File: src/rtl/itch_msg_framer_pkg.sv
`default_nettype none
// +----------------------------------------------------------------------+
// | itch_msg_framer_pkg                                                  |
// | Shared ITCH 5.0 types, length table and packed message layouts.      |
// | Revision: 1.0                                                        |
// +----------------------------------------------------------------------+
package itch_msg_framer_pkg;

  localparam int ITCH_MAX_BYTES = 40;

  typedef enum logic [7:0] {
    MT_S = 8'h53,
    MT_R = 8'h52,
    MT_A = 8'h41,
    MT_F = 8'h46,
    MT_E = 8'h45,
    MT_C = 8'h43,
    MT_X = 8'h58,
    MT_D = 8'h44,
    MT_U = 8'h55
  } itch_msg_type_e;

  localparam logic [5:0] ITCH_LEN_S = 6'd12;
  localparam logic [5:0] ITCH_LEN_R = 6'd39;
  localparam logic [5:0] ITCH_LEN_A = 6'd36;
  localparam logic [5:0] ITCH_LEN_F = 6'd40;
  localparam logic [5:0] ITCH_LEN_E = 6'd31;
  localparam logic [5:0] ITCH_LEN_C = 6'd36;
  localparam logic [5:0] ITCH_LEN_X = 6'd23;
  localparam logic [5:0] ITCH_LEN_D = 6'd19;
  localparam logic [5:0] ITCH_LEN_U = 6'd35;

  typedef enum logic [2:0] {
    ST_LEN_HI = 3'd0,
    ST_LEN_LO = 3'd1,
    ST_TYPE   = 3'd2,
    ST_BODY   = 3'd3,
    ST_EMIT   = 3'd4,
    ST_DROP   = 3'd5
  } framer_state_e;

  typedef struct packed {
    logic [7:0]  msg_type;
    logic [15:0] stock_locate;
    logic [15:0] tracking_number;
    logic [47:0] timestamp;
    logic [7:0]  event_code;
  } itch_system_event_t;

  typedef struct packed {
    logic [7:0]  msg_type;
    logic [15:0] stock_locate;
    logic [15:0] tracking_number;
    logic [47:0] timestamp;
    logic [63:0] order_ref;
  } itch_order_delete_t;

  // Zero marks a type outside the table.
  function automatic logic [5:0] itch_expected_len(input logic [7:0] t);
    logic [5:0] len;
    case (t)
      MT_S:    len = ITCH_LEN_S;
      MT_R:    len = ITCH_LEN_R;
      MT_A:    len = ITCH_LEN_A;
      MT_F:    len = ITCH_LEN_F;
      MT_E:    len = ITCH_LEN_E;
      MT_C:    len = ITCH_LEN_C;
      MT_X:    len = ITCH_LEN_X;
      MT_D:    len = ITCH_LEN_D;
      MT_U:    len = ITCH_LEN_U;
      default: len = 6'd0;
    endcase
    return len;
  endfunction

endpackage
`default_nettype wire

File: src/rtl/itch_msg_framer_if.sv
`default_nettype none
// +----------------------------------------------------------------------+
// | itch_msg_framer_if                                                   |
// | Byte-stream input and framed-message output bundle of the framer.    |
// | Revision: 1.0                                                        |
// +----------------------------------------------------------------------+
interface itch_msg_framer_if
  import itch_msg_framer_pkg::*;
#(
  parameter int MAX_BYTES = ITCH_MAX_BYTES
) ();

  logic [7:0]             in_data;
  logic                   in_valid;
  logic                   in_ready;
  logic [MAX_BYTES*8-1:0] msg_data;
  logic [7:0]             msg_type;
  logic [5:0]             msg_len;
  logic                   msg_valid;
  logic                   msg_ready;
  logic                   err_unknown;
  logic                   err_len;

  // Framer side.
  modport master (
    input  in_data, in_valid, msg_ready,
    output in_ready, msg_data, msg_type, msg_len, msg_valid, err_unknown, err_len
  );

  // Stream source / message sink side.
  modport slave (
    output in_data, in_valid, msg_ready,
    input  in_ready, msg_data, msg_type, msg_len, msg_valid, err_unknown, err_len
  );

endinterface
`default_nettype wire

File: src/rtl/itch_msg_framer.sv
`default_nettype none
// +----------------------------------------------------------------------+
// | itch_msg_framer                                                      |
// | Frames length-prefixed ITCH messages into a left-aligned buffer.     |
// | Optional: ITCH_LEN_CHECK_EN drops lengths that disagree with table.  |
// | Revision: 1.0                                                        |
// +----------------------------------------------------------------------+
module itch_msg_framer
  import itch_msg_framer_pkg::*;
#(
  parameter int MAX_BYTES = ITCH_MAX_BYTES
) (
  input  logic              clk,
  input  logic              rst,
  itch_msg_framer_if.master bus
);

  localparam int BUF_W = MAX_BYTES * 8;

  framer_state_e    state_q, state_d;
  logic [15:0]      len_q, len_d;
  logic [15:0]      cnt_q, cnt_d;
  logic [BUF_W-1:0] buf_q, buf_d;
  logic [7:0]       type_q, type_d;
  logic [5:0]       msg_len_q, msg_len_d;
  logic             in_ready_q, in_ready_d;
  logic             msg_valid_q, msg_valid_d;
  logic             err_unknown_q, err_unknown_d;
  logic             err_len_q, err_len_d;

  logic             xfer;
  logic [15:0]      len_full;
  logic [5:0]       exp_len;

  assign xfer     = bus.in_valid && in_ready_q;
  assign len_full = {len_q[15:8], bus.in_data};
  assign exp_len  = itch_expected_len(bus.in_data);

  always_comb begin
    state_d       = state_q;
    len_d         = len_q;
    cnt_d         = cnt_q;
    buf_d         = buf_q;
    type_d        = type_q;
    msg_len_d     = msg_len_q;
    err_unknown_d = 1'b0;
    err_len_d     = 1'b0;

    case (state_q)
      ST_LEN_HI: begin
        if (xfer) begin
          len_d[15:8] = bus.in_data;
          state_d     = ST_LEN_LO;
        end
      end
      ST_LEN_LO: begin
        if (xfer) begin
          len_d = len_full;
          if (len_full == 16'd0) begin
            state_d = ST_LEN_HI;
          end else if (len_full > 16'(MAX_BYTES)) begin
            err_len_d = 1'b1;
            cnt_d     = len_full;
            state_d   = ST_DROP;
          end else begin
            state_d = ST_TYPE;
          end
        end
      end
      ST_TYPE: begin
        if (xfer) begin
          // Dropped messages never touch the buffer, so it stays zero.
          cnt_d = len_q - 16'd1;
          if (exp_len == 6'd0) begin
            err_unknown_d = 1'b1;
            state_d       = (len_q == 16'd1) ? ST_LEN_HI : ST_DROP;
          end
`ifdef ITCH_LEN_CHECK_EN
          else if (exp_len != len_q[5:0]) begin
            err_len_d = 1'b1;
            state_d   = (len_q == 16'd1) ? ST_LEN_HI : ST_DROP;
          end
`endif
          else begin
            type_d               = bus.in_data;
            buf_d[BUF_W-1 -: 8]  = bus.in_data;
            msg_len_d            = len_q[5:0];
            cnt_d                = 16'd1;
            state_d              = (len_q == 16'd1) ? ST_EMIT : ST_BODY;
          end
        end
      end
      ST_BODY: begin
        if (xfer) begin
          for (int i = 0; i < MAX_BYTES; i++) begin
            if (cnt_q[5:0] == 6'(i)) begin
              buf_d[(MAX_BYTES-1-i)*8 +: 8] = bus.in_data;
            end
          end
          cnt_d = cnt_q + 16'd1;
          if (cnt_q == len_q - 16'd1) begin
            state_d = ST_EMIT;
          end
        end
      end
      ST_EMIT: begin
        if (bus.msg_ready) begin
          buf_d     = '0;
          type_d    = '0;
          msg_len_d = '0;
          state_d   = ST_LEN_HI;
        end
      end
      ST_DROP: begin
        if (xfer) begin
          cnt_d = cnt_q - 16'd1;
          if (cnt_q == 16'd1) begin
            state_d = ST_LEN_HI;
          end
        end
      end
      default: state_d = ST_LEN_HI;
    endcase

    // Handshake outputs follow the next state so both are plain flops.
    in_ready_d  = (state_d != ST_EMIT);
    msg_valid_d = (state_d == ST_EMIT);
  end

  always_ff @(posedge clk or posedge rst) begin
    if (rst) begin
      state_q       <= ST_LEN_HI;
      len_q         <= '0;
      cnt_q         <= '0;
      buf_q         <= '0;
      type_q        <= '0;
      msg_len_q     <= '0;
      in_ready_q    <= 1'b0;
      msg_valid_q   <= 1'b0;
      err_unknown_q <= 1'b0;
      err_len_q     <= 1'b0;
    end else begin
      state_q       <= state_d;
      len_q         <= len_d;
      cnt_q         <= cnt_d;
      buf_q         <= buf_d;
      type_q        <= type_d;
      msg_len_q     <= msg_len_d;
      in_ready_q    <= in_ready_d;
      msg_valid_q   <= msg_valid_d;
      err_unknown_q <= err_unknown_d;
      err_len_q     <= err_len_d;
    end
  end

  assign bus.in_ready    = in_ready_q;
  assign bus.msg_valid   = msg_valid_q;
  assign bus.msg_data    = buf_q;
  assign bus.msg_type    = type_q;
  assign bus.msg_len     = msg_len_q;
  assign bus.err_unknown = err_unknown_q;
  assign bus.err_len     = err_len_q;

endmodule
`default_nettype wire

File: src/flat_wrapper.sv
// flat-port wrapper written by rule: the top's interface ports become plain ports
module itch_msg_framer_flat import itch_msg_framer_pkg::*;
#(
  parameter int MAX_BYTES = ITCH_MAX_BYTES
)
  (clk, rst, bus_in_data, bus_in_valid, bus_msg_ready, bus_in_ready, bus_msg_data, bus_msg_type, bus_msg_len, bus_msg_valid, bus_err_unknown, bus_err_len);
  itch_msg_framer_if #(.MAX_BYTES(MAX_BYTES)) bus_i ();
  input  logic clk;
  input  logic rst;
  input wire logic [$bits(bus_i.in_data)-1:0] bus_in_data;
  input wire logic [$bits(bus_i.in_valid)-1:0] bus_in_valid;
  input wire logic [$bits(bus_i.msg_ready)-1:0] bus_msg_ready;
  output wire logic [$bits(bus_i.in_ready)-1:0] bus_in_ready;
  output wire logic [$bits(bus_i.msg_data)-1:0] bus_msg_data;
  output wire logic [$bits(bus_i.msg_type)-1:0] bus_msg_type;
  output wire logic [$bits(bus_i.msg_len)-1:0] bus_msg_len;
  output wire logic [$bits(bus_i.msg_valid)-1:0] bus_msg_valid;
  output wire logic [$bits(bus_i.err_unknown)-1:0] bus_err_unknown;
  output wire logic [$bits(bus_i.err_len)-1:0] bus_err_len;
  assign bus_i.in_data = bus_in_data;
  assign bus_i.in_valid = bus_in_valid;
  assign bus_i.msg_ready = bus_msg_ready;
  assign bus_in_ready = bus_i.in_ready;
  assign bus_msg_data = bus_i.msg_data;
  assign bus_msg_type = bus_i.msg_type;
  assign bus_msg_len = bus_i.msg_len;
  assign bus_msg_valid = bus_i.msg_valid;
  assign bus_err_unknown = bus_i.err_unknown;
  assign bus_err_len = bus_i.err_len;
  itch_msg_framer #(.MAX_BYTES(MAX_BYTES)) u_core (.clk(clk), .rst(rst), .bus(bus_i));
endmodule
File: config.mk
export PLATFORM = sky130hd
export DESIGN_NAME = itch_msg_framer_flat
export DESIGN_NICKNAME = d
export VERILOG_FILES = /design/src/rtl/itch_msg_framer_pkg.sv /design/src/rtl/itch_msg_framer_if.sv /design/src/rtl/itch_msg_framer.sv /design/src/flat_wrapper.sv
export SDC_FILE = /design/constraint.sdc
export NUM_CORES = 1
export LEC_CHECK = 0
export CAP_MARGIN = 20
export CELL_PAD_IN_SITES_DETAIL_PLACEMENT = 1
export CELL_PAD_IN_SITES_GLOBAL_PLACEMENT = 1
export CORE_ASPECT_RATIO = 0.75
export CORE_MARGIN = 1
export CORE_UTILIZATION = 33
export CTS_CLUSTER_DIAMETER = 30
export DETAILED_ROUTE_END_ITERATION = 8
export HOLD_SLACK_MARGIN = 0.15
export PLACE_DENSITY = 0.65
export SLEW_MARGIN = 0
export SYNTH_ARGS = -nofsm -noshare
export SYNTH_HDL_FRONTEND = slang
export SYNTH_SLANG_ARGS = --single-unit
File: constraint.sdc
create_clock -name clk -period 14.4 [get_ports clk]
set_clock_uncertainty 0.2 [all_clocks]
set_input_delay 1.44 -clock clk [delete_from_list [all_inputs] [get_ports clk]]
set_output_delay 1.44 -clock clk [all_outputs]
set_load 0.1 [all_outputs]
# == After elaboration in Yosys (flattened, before gate mapping) ==
# Index checks and enable logic that the tools add are counted.
# word_totals
output_inout_bits,338
latch_bits,0
inputBits,12
wordCells,299
ramBits,0
ff_bits,373
mem_bits_ro,0
mem_count,0
# op_classes
n_mul,0
n_reduce_logical,54
n_mux,84
add_sub_neg,3
n_lt_le_gt_ge,1
eq_ne,106
bitwise,1
n_shift,0
div,0
# ops
cell,n
$mux W320,2
$pmux W312 S2,1
$mux W8,44
$reduce_and A4 Y1,40
$mux W16,7
$eq A6 B5 Y1 const B,16
$ne A2 B1 Y1 const B,45
$eq A8 B7 Y1 const B,9
$pmux W16 S4,1
$eq A6 B4 Y1 const B,8
$eq A6 B6 Y1 const B,8
$pmux W6 S8,1
$mux W3,13
$eq A16 B1 Y1 const B,2
$pmux W8 S2,2
$sub A16 B1 Y16 const B,2
$eq A6 B3 Y1 const B,4
$pmux W8 S3,1
$mux W6,3
$pmux W3 S6,1
$add A16 B1 Y16 const B,1
$eq A16 B16 Y1,1
$gt A16 B6 Y1 const B,1
$logic_not A16 Y1,1
21 further kinds,35

# == Longest topological paths before layout ==
# depth
ltp_word,8
depth_mapped,12
mapped_depth_nobuf,11

# == Least setup slack after synthesis ==
# No wires, ideal clock.
# synth_timing
path_type,in2reg
start,input port bus_in_data[1]
end,"register u_core.in_ready_q, in the netlist u_core.bus.in_ready"
setup_time_ns,0.073
slack_ns,10.861
path_buffers,1
arrival_ns,3.266
t_required_ns,14.127
path_stages,12
cell_sequence,clkbuf_1 inv_1 o32a_1 o22ai_1 nand3_1 inv_1 ha_1 o21bai_1 a211oi_1 o21ai_0 nand2_1 a21boi_2
# synth_via
elab_chain_len,8
word_cells_on_any_way,21
classes_between,1 x order compare; 10 x eq/ne; 7 x mux; 3 x reduce/logical
# synth_lines
item,line,text
from (decl),flat_wrapper.sv:10,input wire logic [$bits(bus_i.in_data)-1:0] bus_in_data;
$eq A8 B7 Y1,itch_msg_framer_pkg.sv:61,case (t)
$reduce_or A2 Y1 (no source line),n/a,
$pmux W6 S8,itch_msg_framer_pkg.sv:61,
$logic_not A6 Y1,itch_msg_framer.sv:74,if (exp_len == 6'd0) begin
$mux W3,itch_msg_framer.sv:74,
$mux W3,itch_msg_framer.sv:71,if (xfer) begin
$pmux W3 S6 *,itch_msg_framer.sv:49,case (state_q)
$ne A3 B3 Y1 *,itch_msg_framer.sv:126,in_ready_d = (state_d != ST_EMIT);
named net u_core.in_ready_d,itch_msg_framer.sv:26,"logic in_ready_q, in_ready_d;"
to (signal assigned),itch_msg_framer.sv:149,in_ready_q <= in_ready_d;
to (decl),itch_msg_framer.sv:26,
# Mark *: on every way through the listed nets, which the timed path passes. The rest lies on a longest branch.
# A chain may end at the register's enable or synchronous reset.

# == Worst setup path after layout ==
# layout_timing
start,register u_core.state_q[1]
end,"register u_core.buf_q[255], in the netlist u_core.bus.msg_data[255]"
# layout_via
elab_chain_len,3
word_cells_on_any_way,8
classes_between,5 x eq/ne; 1 x mux; 2 x reduce/logical
# layout_lines
item,line,text
from (decl),itch_msg_framer.sv:20,"framer_state_e state_q, state_d;"
from (signal assigned),itch_msg_framer.sv:143,state_q <= state_d;
$eq A3 B2 Y1 / $eq A3 B3 Y1 (equally long branches),itch_msg_framer.sv:49,
$ne A2 B1 Y1 (no source line) (tied with other cells),n/a,
$reduce_and A4 Y1 (no source line),n/a,
to (signal assigned),itch_msg_framer.sv:146,buf_q <= buf_d;
to (decl),itch_msg_framer.sv:23,"logic [BUF_W-1:0] buf_q, buf_d;"
# Parallel ways exist; a longest one is shown, timed or not.

==> summary.md <==
* **Gates resized, CTS repair** 0
* **minimum hold slack** 0.277 ns
* **final-layout setup total negative slack** 0 ns
* **Total Die Area** 50400 sq um
* **final HPWL from detailed placement** 39500 um
* **height of the chip** 195 um
* **number of synthesized flops with an enable pin** 0
* **global-route wire length before repair** 90600 um
* **total clock buffers created by CTS** 76
* **standard cell with the maximum stage delay on the critical path** sky130_fd_sc_hd__and2_1
* **TritonCTS clock tree** yes
* **capturing element type of the critical path** flop
* **Final Hold Viols** 0
* **routed wirelength normalized by instance count** 23.7 um
* **number of diodes** 0
* **clock-pin slew on the worst setup and hold paths** 0.05 ns
* **die width** 259 um
* **most used cells in the layout excluding fill and tap cells** sky130_fd_sc_hd__dfrtp_1 (373), sky130_fd_sc_hd__clkdlybuf4s50_1 (349), sky130_fd_sc_hd__mux2_2 (220)
* **H-Tree Level Count** 3
* **WP data arrival** 4.41 ns
* **share of synthesized registers carrying an async set or reset** 100%
* **fraction of the cycle the final worst path needs** 28.6%
* **leading cell type in the layout, fill and taps excluded** sky130_fd_sc_hd__dfrtp_1
* **IO Pins** 350
* **vias per inst** 5.16
* **RSZ-0062 raised after global routing** false
* **count of final setup violators** 0
* **clock insertion delay at the later pin of the skew report** 0.61 ns
* **PortBufs** 349
* **first-pass iteration count of the detailed router** 4
* **All-Layer GR Usage** 23.8%
* **drt total wl** 58600 um
* **highest clock rate** 242 MHz
* **count of unresolved DRC violations after routing** 0
* **count of buffers added by post-CTS timing repair for setup** 0
* **net count after synthesis** 1449
* **required time reported for the critical path endpoint** 14.68 ns
* **growth of design area from synthesis to finish** 41.2%
* **final core utilization** 47.2%
* **number of placement rows** 70
* **number of buffers and inverters on the critical path** 0
* **largest fanout of any net on the critical path** 26
* **longest individual stage delay on the worst path** 0.85 ns
* **weighted congestion at the end of routability-driven global placement** 0.887
* **Antenna Violating Nets Remaining** 0
* **number of instances in the synthesized netlist** 1428
* **clock tree root driver cell** sky130_fd_sc_hd__clkbuf_16
* **core region area** 48800 sq um
* **Setup WS post-layout** 10.28 ns
* **Mapped Avg Cell Area** 11.4 sq um
* **number of synthesized register bits** 373
* **maximum number of pins on one net before global-route repair** 108
* **sequence of cells on the critical path** nor2b_1 > and2_1 > a21boi_4 > nor2_1 > mux2_2
* **Congestion Overflow GR** 0
* **Via Count** 12800
* **register area share after synthesis** 57.2%
* **deepest clock path buffer count** 3
* **Worst Max-Slew Pin Slew** 1.13 ns
* **run status** complete, no violations
* **Post-layout nets** 1790
* **iteration-0 DRC count of the detailed router** 879
* **library cells used by synthesis** 79
* **Max Transition Viols Final** 0
* **post-cts hold buffer count** 0
* **classification of the worst setup path** reg -> reg
* **post-synthesis cell area** 16300 sq um
* **Final Critical Period** 4.12 ns
* **number of antenna violations at the first check in global routing** 1
* **sink count of the clock tree** 373
* **proportion of layout cells with a drive suffix above 1** 22.6%
* **crit start category** flop
* **kind of cell adding the most delay to the critical path** simple AND/OR/NAND/NOR gates
* **worst slack, placed** 9.63 ns
* **effective utilization at floorplan** 33.5%
* **number of global-route vias before repair** 13900
* **path class of the lowest-slack min-delay path** reg -> reg
* **max-capacitance violation count** 0
* **Slew Limit Headroom** 24.3%
* **count of yosys warnings during synthesis** 0
* **Synth Flop Type** sky130_fd_sc_hd__dfrtp_1
==> synth_stat cells, drive strengths merged, types with 6 or more instances <==
cell    count  area share [%]
mux2i      10            0.61
and2       16            0.61
inv        14            0.32
nand2     211             4.9
o31ai      12            0.58
dfrtp     373              57
a21oi      49             1.5
buf        16            0.65
o21ai     163             5.0
ha          9            0.69
nor3       11            0.34
nand2b      9            0.34
o221ai      6            0.32
nor4       10            0.61
clkbuf     90             2.3
xor2       10            0.54
nor2       70             2.0
mux2      220              15
nand3      17            0.52
xnor2      26             1.4
==> tightest hold or removal path, stage by stage, from the launching register on <==
cell	delay [ns]
sky130_fd_sc_hd__dfrtp_1	0.33
sky130_fd_sc_hd__nand2_1	0.05
sky130_fd_sc_hd__o21ai_0	0.06
==> worst paths after layout <==
path	from	to	slack [ns]	cells after the start
max	u_core.state_q[1]$_DFF_PP0_	u_core.bus.msg_data[255]$_DFFE_PP0P_	10.28	5
min	u_core.bus.msg_data[64]$_DFFE_PP0P_	u_core.bus.msg_data[64]$_DFFE_PP0P_	0.28	2
max reg2reg	u_core.state_q[1]$_DFF_PP0_	u_core.bus.msg_data[255]$_DFFE_PP0P_	10.28	5
min reg2reg	u_core.bus.msg_data[64]$_DFFE_PP0P_	u_core.bus.msg_data[64]$_DFFE_PP0P_	0.28	2
max in group asynchronous	rst	u_core.bus.msg_data[67]$_DFFE_PP0P_	10.81	4
min in group asynchronous	rst	u_core.bus.msg_data[307]$_DFFE_PP0P_	1.13	2
==> sequential cells by signal, summed over array words and instances, names as in the netlist <==
signal / count
u_core.bus.msg_data: 320
u_core.cnt_q: 16
u_core.bus.in_ready: 1
u_core.bus.msg_valid: 1
u_core.bus.err_unknown: 1
u_core.len_q: 16
u_core.state_q: 3
u_core.bus.msg_len: 6
u_core.bus.err_len: 1
u_core.bus.msg_type: 8
==> routing by layer <==
metal  wire length [um]  part of all wire [%]  global-route usage (%)
met5                  0                     0                       0
met2              25900                    44                    35.5
met3               5300                   9.0                    9.38
met4               1340                   2.3                    6.57
met1              26100                    45                    31.9
==> cell type report <==
class	count	area, sq um
multi-input cells	935	6490
clock buffers	94	2080
fillers	5135	25700
repair buffers	369	3680
flip-flops and latches	373	9330
inverters	14	60.1
well taps	648	811
clock inverters	43	591
==> kinds of logic (layout without fill, tap and decap cells) <==
| kind of cell | Yosys count | count (layout) | synth area share [%] |
|---|---|---|---|
| AO/OA/AOI/OAI | 282 | 282 | 10.3 |
| XOR/XNOR | 36 | 36 | 1.93 |
| adder cells (fa/ha/maj) | 9 | 9 | 0.690 |
| buffers and inverters | 120 | 520 | 3.23 |
| flip-flops | 373 | 373 | 57.2 |
| multiplexers | 230 | 230 | 15.8 |
| AND/OR/NAND/NOR | 378 | 378 | 10.8 |
==> stage by stage <==
stage	instance area (sq um)	instances
floorplan	16300	1428
CTS	23000	2472
global route	23000	2476
detailed placement	20300	2335
global placement	20300	2334
finish	23000	2476
Power is not shown: default switching activity piles up to over one toggle a cycle in this logic, so the estimate is an artifact.
